## config.mk

```make
export PLATFORM = sky130hd
export DESIGN_NAME = ethernet_tx_framer
export DESIGN_NICKNAME = d
export VERILOG_FILES = /design/src/rtl/ethernet_tx_framer.sv
export SDC_FILE = /design/constraint.sdc
export NUM_CORES = 1
export LEC_CHECK = 0
export ABC_AREA = 1
export CORE_ASPECT_RATIO = 0.7
export CORE_MARGIN = 8
export CORE_UTILIZATION = 51
export DETAILED_ROUTE_END_ITERATION = 8
export GPL_TIMING_DRIVEN = 0
export HOLD_SLACK_MARGIN = 0.15
export MAX_ROUTING_LAYER = met4
export PLACE_DENSITY = 0.79
export SYNTH_ARGS = -nofsm -noshare
export SYNTH_HDL_FRONTEND = slang
export SYNTH_SLANG_ARGS = --single-unit
export TNS_END_PERCENT = 50
```

## constraint.sdc

```tcl
create_clock -name clock -period 2.54 [get_ports clock]
set_clock_uncertainty 0.2 [all_clocks]
set_input_delay 0.254 -clock clock [delete_from_list [all_inputs] [get_ports clock]]
set_output_delay 0.254 -clock clock [all_outputs]
set_load 0.01 [all_outputs]
```

## src/rtl/ethernet_tx_framer.sv

```systemverilog
// Transmit-side Ethernet framer: preamble, SFD, payload, zero pad, CRC-32 FCS and
// interframe gap on a GMII-style byte stream in the 125 MHz ethernet clock domain.
module ethernet_tx_framer #(
  parameter int unsigned MIN_PAYLOAD = 60,
  parameter int unsigned IFG_BYTES   = 12
) (
  input  logic       clock,
  input  logic       reset,
  input  logic [7:0] io_in_data,
  input  logic       io_in_valid,
  input  logic       io_in_last,
  output logic       io_in_ready,
  output logic [7:0] io_tx_data,
  output logic       io_tx_en,
  output logic       io_tx_er,
  output logic       io_busy
);

  localparam int unsigned COUNT_W      = 11;
  localparam int unsigned STEP_W       = 16;
  localparam int unsigned PREAMBLE_LEN = 7;
  localparam int unsigned FCS_LEN      = 4;
  localparam logic [COUNT_W-1:0] COUNT_MAX = '1;
  localparam logic [31:0] CRC_POLY = 32'hEDB8_8320;
  localparam logic [31:0] CRC_INIT = 32'hFFFF_FFFF;

  localparam logic [2:0] IDLE     = 3'd0;
  localparam logic [2:0] PREAMBLE = 3'd1;
  localparam logic [2:0] SFD      = 3'd2;
  localparam logic [2:0] PAYLOAD  = 3'd3;
  localparam logic [2:0] PAD      = 3'd4;
  localparam logic [2:0] FCS      = 3'd5;
  localparam logic [2:0] DROP     = 3'd6;
  localparam logic [2:0] IFG      = 3'd7;

  logic [2:0]         state, state_d;
  logic [COUNT_W-1:0] count, count_d, count_inc;
  logic [STEP_W-1:0]  step, step_d, step_inc;
  logic [31:0]        crc, crc_d, crc_folded, crc_out;
  logic [7:0]         crc_byte_in;
  logic [7:0]         tx_data_d;
  logic               tx_en_d, tx_er_d;

  // Reflected CRC-32 update by one byte, LSB first.
  function automatic logic [31:0] crc_byte(input logic [31:0] c, input logic [7:0] b);
    logic [31:0] r;
    r = c ^ {24'h00_0000, b};
    for (int i = 0; i < 8; i++) begin
      r = r[0] ? ((r >> 1) ^ CRC_POLY) : (r >> 1);
    end
    return r;
  endfunction

  // Pad bytes fold zeros; only payload bytes come from the input.
  assign crc_byte_in = (state == PAYLOAD) ? io_in_data : 8'h00;
  assign crc_folded  = crc_byte(crc, crc_byte_in);
  assign crc_out     = ~crc;
  assign count_inc   = (count == COUNT_MAX) ? count : count + COUNT_W'(1);
  assign step_inc    = step + STEP_W'(1);

  assign io_in_ready = (state == PAYLOAD) || (state == DROP);
  assign io_busy     = (state != IDLE);

  always_comb begin
    state_d   = state;
    count_d   = count;
    step_d    = step;
    crc_d     = crc;
    tx_data_d = 8'h00;
    tx_en_d   = 1'b0;
    tx_er_d   = 1'b0;
    case (state)
      IDLE: begin
        if (io_in_valid) begin
          state_d = PREAMBLE;
          count_d = '0;
          step_d  = '0;
          crc_d   = CRC_INIT;
        end
      end
      PREAMBLE: begin
        tx_data_d = 8'h55;
        tx_en_d   = 1'b1;
        step_d    = step_inc;
        if (step == STEP_W'(PREAMBLE_LEN - 1)) begin
          state_d = SFD;
          step_d  = '0;
        end
      end
      SFD: begin
        tx_data_d = 8'hD5;
        tx_en_d   = 1'b1;
        state_d   = PAYLOAD;
      end
      PAYLOAD: begin
        tx_en_d = 1'b1;
        if (io_in_valid) begin
          tx_data_d = io_in_data;
          crc_d     = crc_folded;
          count_d   = count_inc;
          if (io_in_last) begin
            state_d = (count_inc < COUNT_W'(MIN_PAYLOAD)) ? PAD : FCS;
          end
        end else begin
          // Underrun: mark the slot as errored and abandon the frame.
          tx_er_d = 1'b1;
          state_d = DROP;
        end
      end
      PAD: begin
        tx_en_d = 1'b1;
        crc_d   = crc_folded;
        count_d = count_inc;
        if (count_inc >= COUNT_W'(MIN_PAYLOAD)) begin
          state_d = FCS;
        end
      end
      FCS: begin
        tx_data_d = crc_out[{step[1:0], 3'b000} +: 8];
        tx_en_d   = 1'b1;
        step_d    = step_inc;
        if (step == STEP_W'(FCS_LEN - 1)) begin
          state_d = IFG;
          step_d  = '0;
        end
      end
      DROP: begin
        if (io_in_valid && io_in_last) begin
          state_d = IFG;
          step_d  = '0;
        end
      end
      IFG: begin
        step_d = step_inc;
        if (step == STEP_W'(IFG_BYTES - 1)) begin
          state_d = IDLE;
          step_d  = '0;
        end
      end
      default: state_d = IDLE;
    endcase
  end

  always_ff @(posedge clock) begin
    if (reset) begin
      state      <= IDLE;
      count      <= '0;
      step       <= '0;
      crc        <= CRC_INIT;
      io_tx_data <= 8'h00;
      io_tx_en   <= 1'b0;
      io_tx_er   <= 1'b0;
    end else begin
      state      <= state_d;
      count      <= count_d;
      step       <= step_d;
      crc        <= crc_d;
      io_tx_data <= tx_data_d;
      io_tx_en   <= tx_en_d;
      io_tx_er   <= tx_er_d;
    end
  end

endmodule

```

* Yosys cells after proc, flatten, opt, wreduce, memory -nomap -nowiden *
Cells that the tools add are included.

storage, ports and cells
  input bits = 12
  ROM bits = 0
  bits in latches = 0
  memories kept = 0
  register bits after elaboration = 72
  output and inout port bits = 12
  bits in writable memories = 0
  word-level logic and storage cells = 89

operators by class
  mux-type cells = 36
  reduce and logical (&&, ||, !) cells = 11
  bitwise operators = 11
  add/subtract/negate cells = 2
  shifts and indexed selects = 1
  magnitude comparators = 2
  divide/modulo/power cells = 0
  multiply operators = 0
  eq/ne operators = 19

operator list
  cell                                                                number
  two-way mux 32 bit                                                  10
  inverter 13 -> 14 bit                                               8
  one-hot mux 32 bit (3 select lines)                                 1
  two-way mux 16 bit                                                  5
  one-hot mux 16 bit (5 select lines)                                 1
  two-way mux 11 bit                                                  3
  one-hot mux 11 bit (3 select lines)                                 1
  inverter 32 bit                                                     1
  one-hot mux 8 bit (4 select lines)                                  1
  indexed part select 32 x 6 -> 8 bit                                 1
  XOR 32 x 8 -> 32 bit                                                1
  two-way mux 3 bit                                                   8
  one-hot mux 3 bit (8 select lines)                                  1
  adder 16 x 1 -> 16 bit, second input constant                       1
  == test 16 x 2 -> 1 bit, second input constant                      1
  == test 16 x 3 -> 1 bit, second input constant                      1
  == test 16 x 4 -> 1 bit, second input constant                      1
  two-way mux 8 bit                                                   2
  == test 3 bit, second input constant                                4
  != test 2 bit, second input constant                                6
  adder 11 x 1 -> 11 bit, second input constant                       1
  == test 11 bit, second input constant                               1
  greater-or-equal comparator 11 x 6 -> 1 bit, second input constant  1
  < comparator 11 x 6 -> 1 bit, second input constant                 1
  other kinds (15)                                                    20

* Longest topological paths before layout *
  depth in word-level cells = 21
  mapped depth = 17
  depth with buffers taken out = 15

* Least setup slack after synthesis *
Ideal clock, no wire load.

  kind = register to register
  from = reg step[0]
  to = reg step[5]
  buffers on the path = 2
  required time = 2.284 ns
  library setup time = 0.056 ns
  path slack = 0.514 ns
  cell stages (with the launch flop) = 14
  arrival = 1.770 ns
  period minus slack after synthesis = 2.026 ns
  cells stage by stage = dfxtp_1 -> clkbuf_1 -> clkbuf_1 -> inv_1 -> ha_1 -> nand4_1 -> nand2_1 -> nand4_1 -> nand2_1 -> nand2_1 -> nand2_2 -> a21oi_1 -> o21ai_1 -> inv_1

on the way
  longest elaborated chain between the ends = 3
  elaborated cells between the ends (all ways) = 8
  classes of those cells = add/sub: 1; eq/ne: 3; mux: 4

RTL lines
  what                                            line          text
  from (decl)                                     38            logic [STEP_W-1:0] step, step_d, step_inc;
  from (signal assigned)                          156           step <= step_d;
  adder 16 x 1 -> 16 bit (tied with other cells)  59            assign step_inc = step + STEP_W'(1);
  two-way mux 16 bit (on tied branches)           135, 122, 85
  one-hot mux 16 bit (5 select lines) (*)         72            case (state)

Every way passes the cells marked *; elsewhere a longest branch is shown, timed or not.
A chain may end at the register's enable or synchronous reset.

* Worst setup path after layout *
  from = reg state[1]
  to = reg crc[4]

on the way
  longest elaborated chain between the ends = 15
  elaborated cells between the ends (all ways) = 22
  classes of those cells = eq/ne: 4; mux: 11; bitwise: 4; reduce/logical: 3

RTL lines
  what                                 line    text
  from (decl)                          36      logic [2:0] state, state_d;
  from (signal assigned)               154     state <= state_d;
  == test 3 x 2 -> 1 bit               55, 72
  two-way mux 8 bit                    55      assign crc_byte_in = (state == PAYLOAD) ? io_in_data : 8'h00;
  XOR 32 x 8 -> 32 bit                 47      r = c ^ {24'h00_0000, b};
  two-way mux 32 bit (3 in a row)      49      r = r[0] ? ((r >> 1) ^ CRC_POLY) : (r >> 1);
  inverter 13 -> 14 bit (no line)      -
  two-way mux 32 bit (3 in a row)      49
  inverter 13 -> 14 bit (no line)      -
  two-way mux 32 bit (2 in a row)      49
  two-way mux 32 bit                   97      if (io_in_valid) begin
  one-hot mux 32 bit (3 select lines)  72
  to (signal assigned)                 157     crc <= crc_d;
  to (decl)                            39      logic [31:0] crc, crc_d, crc_folded, crc_out;

Several ways; a longest one is shown, not always the timed one. The select of a mux whose other input is x is not followed.

==> metrics.txt <==
Area growth syn-to-layout=15.2%; CP peak stage delay=a little under 500 ps; RSZ-0062 raised after global routing=yes; Req. time, crit path=2620 ps; Die H=98.7 µm; maximum buffer depth of the clock tree=2; final hold violations=0; CP Capture Type=flop; post-route antenna net violation count=0; ranking of synthesized cells by area=dfxtp_1, nand2_1, a21oi_1; post-synthesis register bit count=72; outcome=finished clean; Yosys top cell area share=roughly 29%; final-report max-slew violation count=0; peak supply drop=0.412 mV; Post-synth EDFFs=0; initial core utilization=~52%; GRT busiest layer=met1; Distinct cells, synth=38; clk sinks=72; Setup crit end=crc[4]; Slowest-stage cell, CP=clkbuf_1; clock tree root driver cell=clkbuf_16; grt met1 use=34.9%; gpl congestion=0.980; via count=about 5500; Via density=5.63; WP data arrival=2550 ps; crit path kind=flop to flop; initial antenna violation count=0; Syn. warnings=0; CTS tree=yes; Worst-Margin Slew=709 ps; DP HPWL=around 11 mm; post-synthesis sequential area ratio=29.0%; Crit Path Max Fanout=10; f_max=405 MHz; DRC violations left=0; commonest non-fill, non-tap cell in the layout=nand2_1; PD cells=about 1100 mW/mm²; total gr overflow=0; clock buffer count from CTS=9; most frequent cells in the layout=nand2_1, inv_1, a21oi_1, nand3_1, dfxtp_1; DR WL/cell=15.7 µm; Top FF cell, synth=dfxtp_1; clock period minus worst slack=2470 ps; Tot Pwr=6.52 mW; critical path startpoint category=flop; cell taking the most area after synthesis=dfxtp_1; final net count=863; LEAKAGE=2.64 nW; antenna cells=0; Total GRT Usage=24.0%; clock latency of the later-clocked register in the worst-skew pair=approximately 340 ps; Reg-to-Reg Start=state[1]; CP Launch Point=state[1]; Mapped Cells=812; vias in the first global route=4742; Syn Nets=around 830; row count=30; layout cells sized above 1=10.8%; core region area=around 0.0096 mm²; worst r2r dst=crc[4]; R2R depth=9; Reg clk slew, reported paths=60 ps; cells along the critical path=clkbuf_4 > inv_1 > nor2_1 > nor2_1 > nor3_4 > buf_4 > clkbuf_1 > o21ai_0 > nand2_1; first-pass GRT wire length=24.7 mm; WHS=298 ps; largest net degree at the start of global routing=13; most used cell, CP=nor2_1; final non-filler cell total=981; initial DRC count=around 740; Final Setup Violations=0; die area=approximately 0.013 mm²; Async S/R FF share, synth=0%; I/O Pins=24; met2 Use GR=approximately a third; Total Neg Setup Slack=0 ps; syn_area_per_cell=6.13 µm²; post-synthesis instance area=0.00498 mm²; drt first pass iters=6; H-tree depth=3; final wirelength=15.4 mm; PortBufs=22; fin crit share=97.2%; placed cell count=962; worst hold-check path type=flop to flop; max_cap viols=0; Slew HR=52.7%; R2R Setup Slk=70 ps; Die W=134 µm; GR Layer Usage met3=6.05%
==> worst min-delay path by stage <==
stage,to,start,depth (start not counted)
finish,count[9],count[9],2
global route,step[14],step[14],2
CTS,crc[29],crc[29],2
detailed placement,crc[29],crc[29],2
global placement,crc[29],crc[29],2
floorplan,io_tx_data[3],io_in_valid,2
==> through the flow <==
stage | worst slack [ps] | utilization (%) | cell area, µm²
floorplan | 514 | - | 4980
global placement | -100 | 55.8 | 5360
detailed placement | -119 | 55.8 | 5360
CTS | 90.7 | 59.4 | 5710
global route | -41.5 | 59.7 | 5740
finish | 72.1 | 59.7 | 5740
==> power breakdown <==
part           internal (mW)  switching [mW]
clock network          0.912           0.506
registers               1.35           0.185
logic                   1.14            2.43
==> critical path: cells and delay by family (launching register included) <==
kind | cells | cell delay (ps)
flops | 1 | 300
compound gates | 1 | 240
buf+inv | 4 | 950
simple gates | 4 | 710
==> metal layers <==
| layer | part of all wire, % | up-vias |
|---|---|---|
| met1 | 48 | 2457 |
| met4 | 0.99 | 0 |
| met2 | 40 | 327 |
| li1 | - | 2722 |
| met3 | 12 | 20 |
| met5 | 0 | - |
==> layout make-up <==
type                            instances  area, µm²
Clock inverter                          5       78.8
Multi-Input combinational cell        624       3050
Clock buffer                           11        253
Tap cell                              128        160
Fill cell                             901       3870
Timing Repair Buffer                   25        245
Sequential cell                        72       1450
Inverter                               88        335
Buffer                                 28        168
==> kinds of logic (layout without fill, tap and decap cells) <==
family,after synthesis,count (layout),synth area share [%]
simple gates,441,441,39.4
fa+ha+maj,3,3,0.754
compound gates,161,161,17.2
flops,72,72,29.0
buf+inv,116,157,10.0
xor+xnor,19,19,3.64
==> cells in the mapped netlist (2+ instances only) <==
cell,n
xnor2_1,2
o21ai_1,11
o211ai_1,15
inv_1,80
clkbuf_1,14
nand4_1,6
inv_4,2
buf_6,6
buf_2,7
nor4_1,3
nand3_2,6
a21oi_1,74
nand2_4,4
nor2_1,61
xor2_1,15
nand3_1,74
dfxtp_1,72
ha_1,3
nor3_1,12
o21ai_0,52
inv_2,6
o22ai_1,5
a31oi_1,3
nand2_2,28
nand2_1,238
==> registers in the layout (all words and copies together), names as in the netlist <==
name,cells
crc,32
state,3
step,16
io_tx_en,1
count,11
io_tx_data,8
io_tx_er,1
==> what timing repair did <==
action | 4_1_cts | 5_1_grt
setup buffers | 0 | 2
pin swaps | 0 | 1
endpoints found under the setup margin | 9 | 28
resized for setup | 1 | 10
hold endpoints to repair | 2 | 0
hold buffers | 1 | 0
Note: power is estimated with default switching activity, not from simulation.
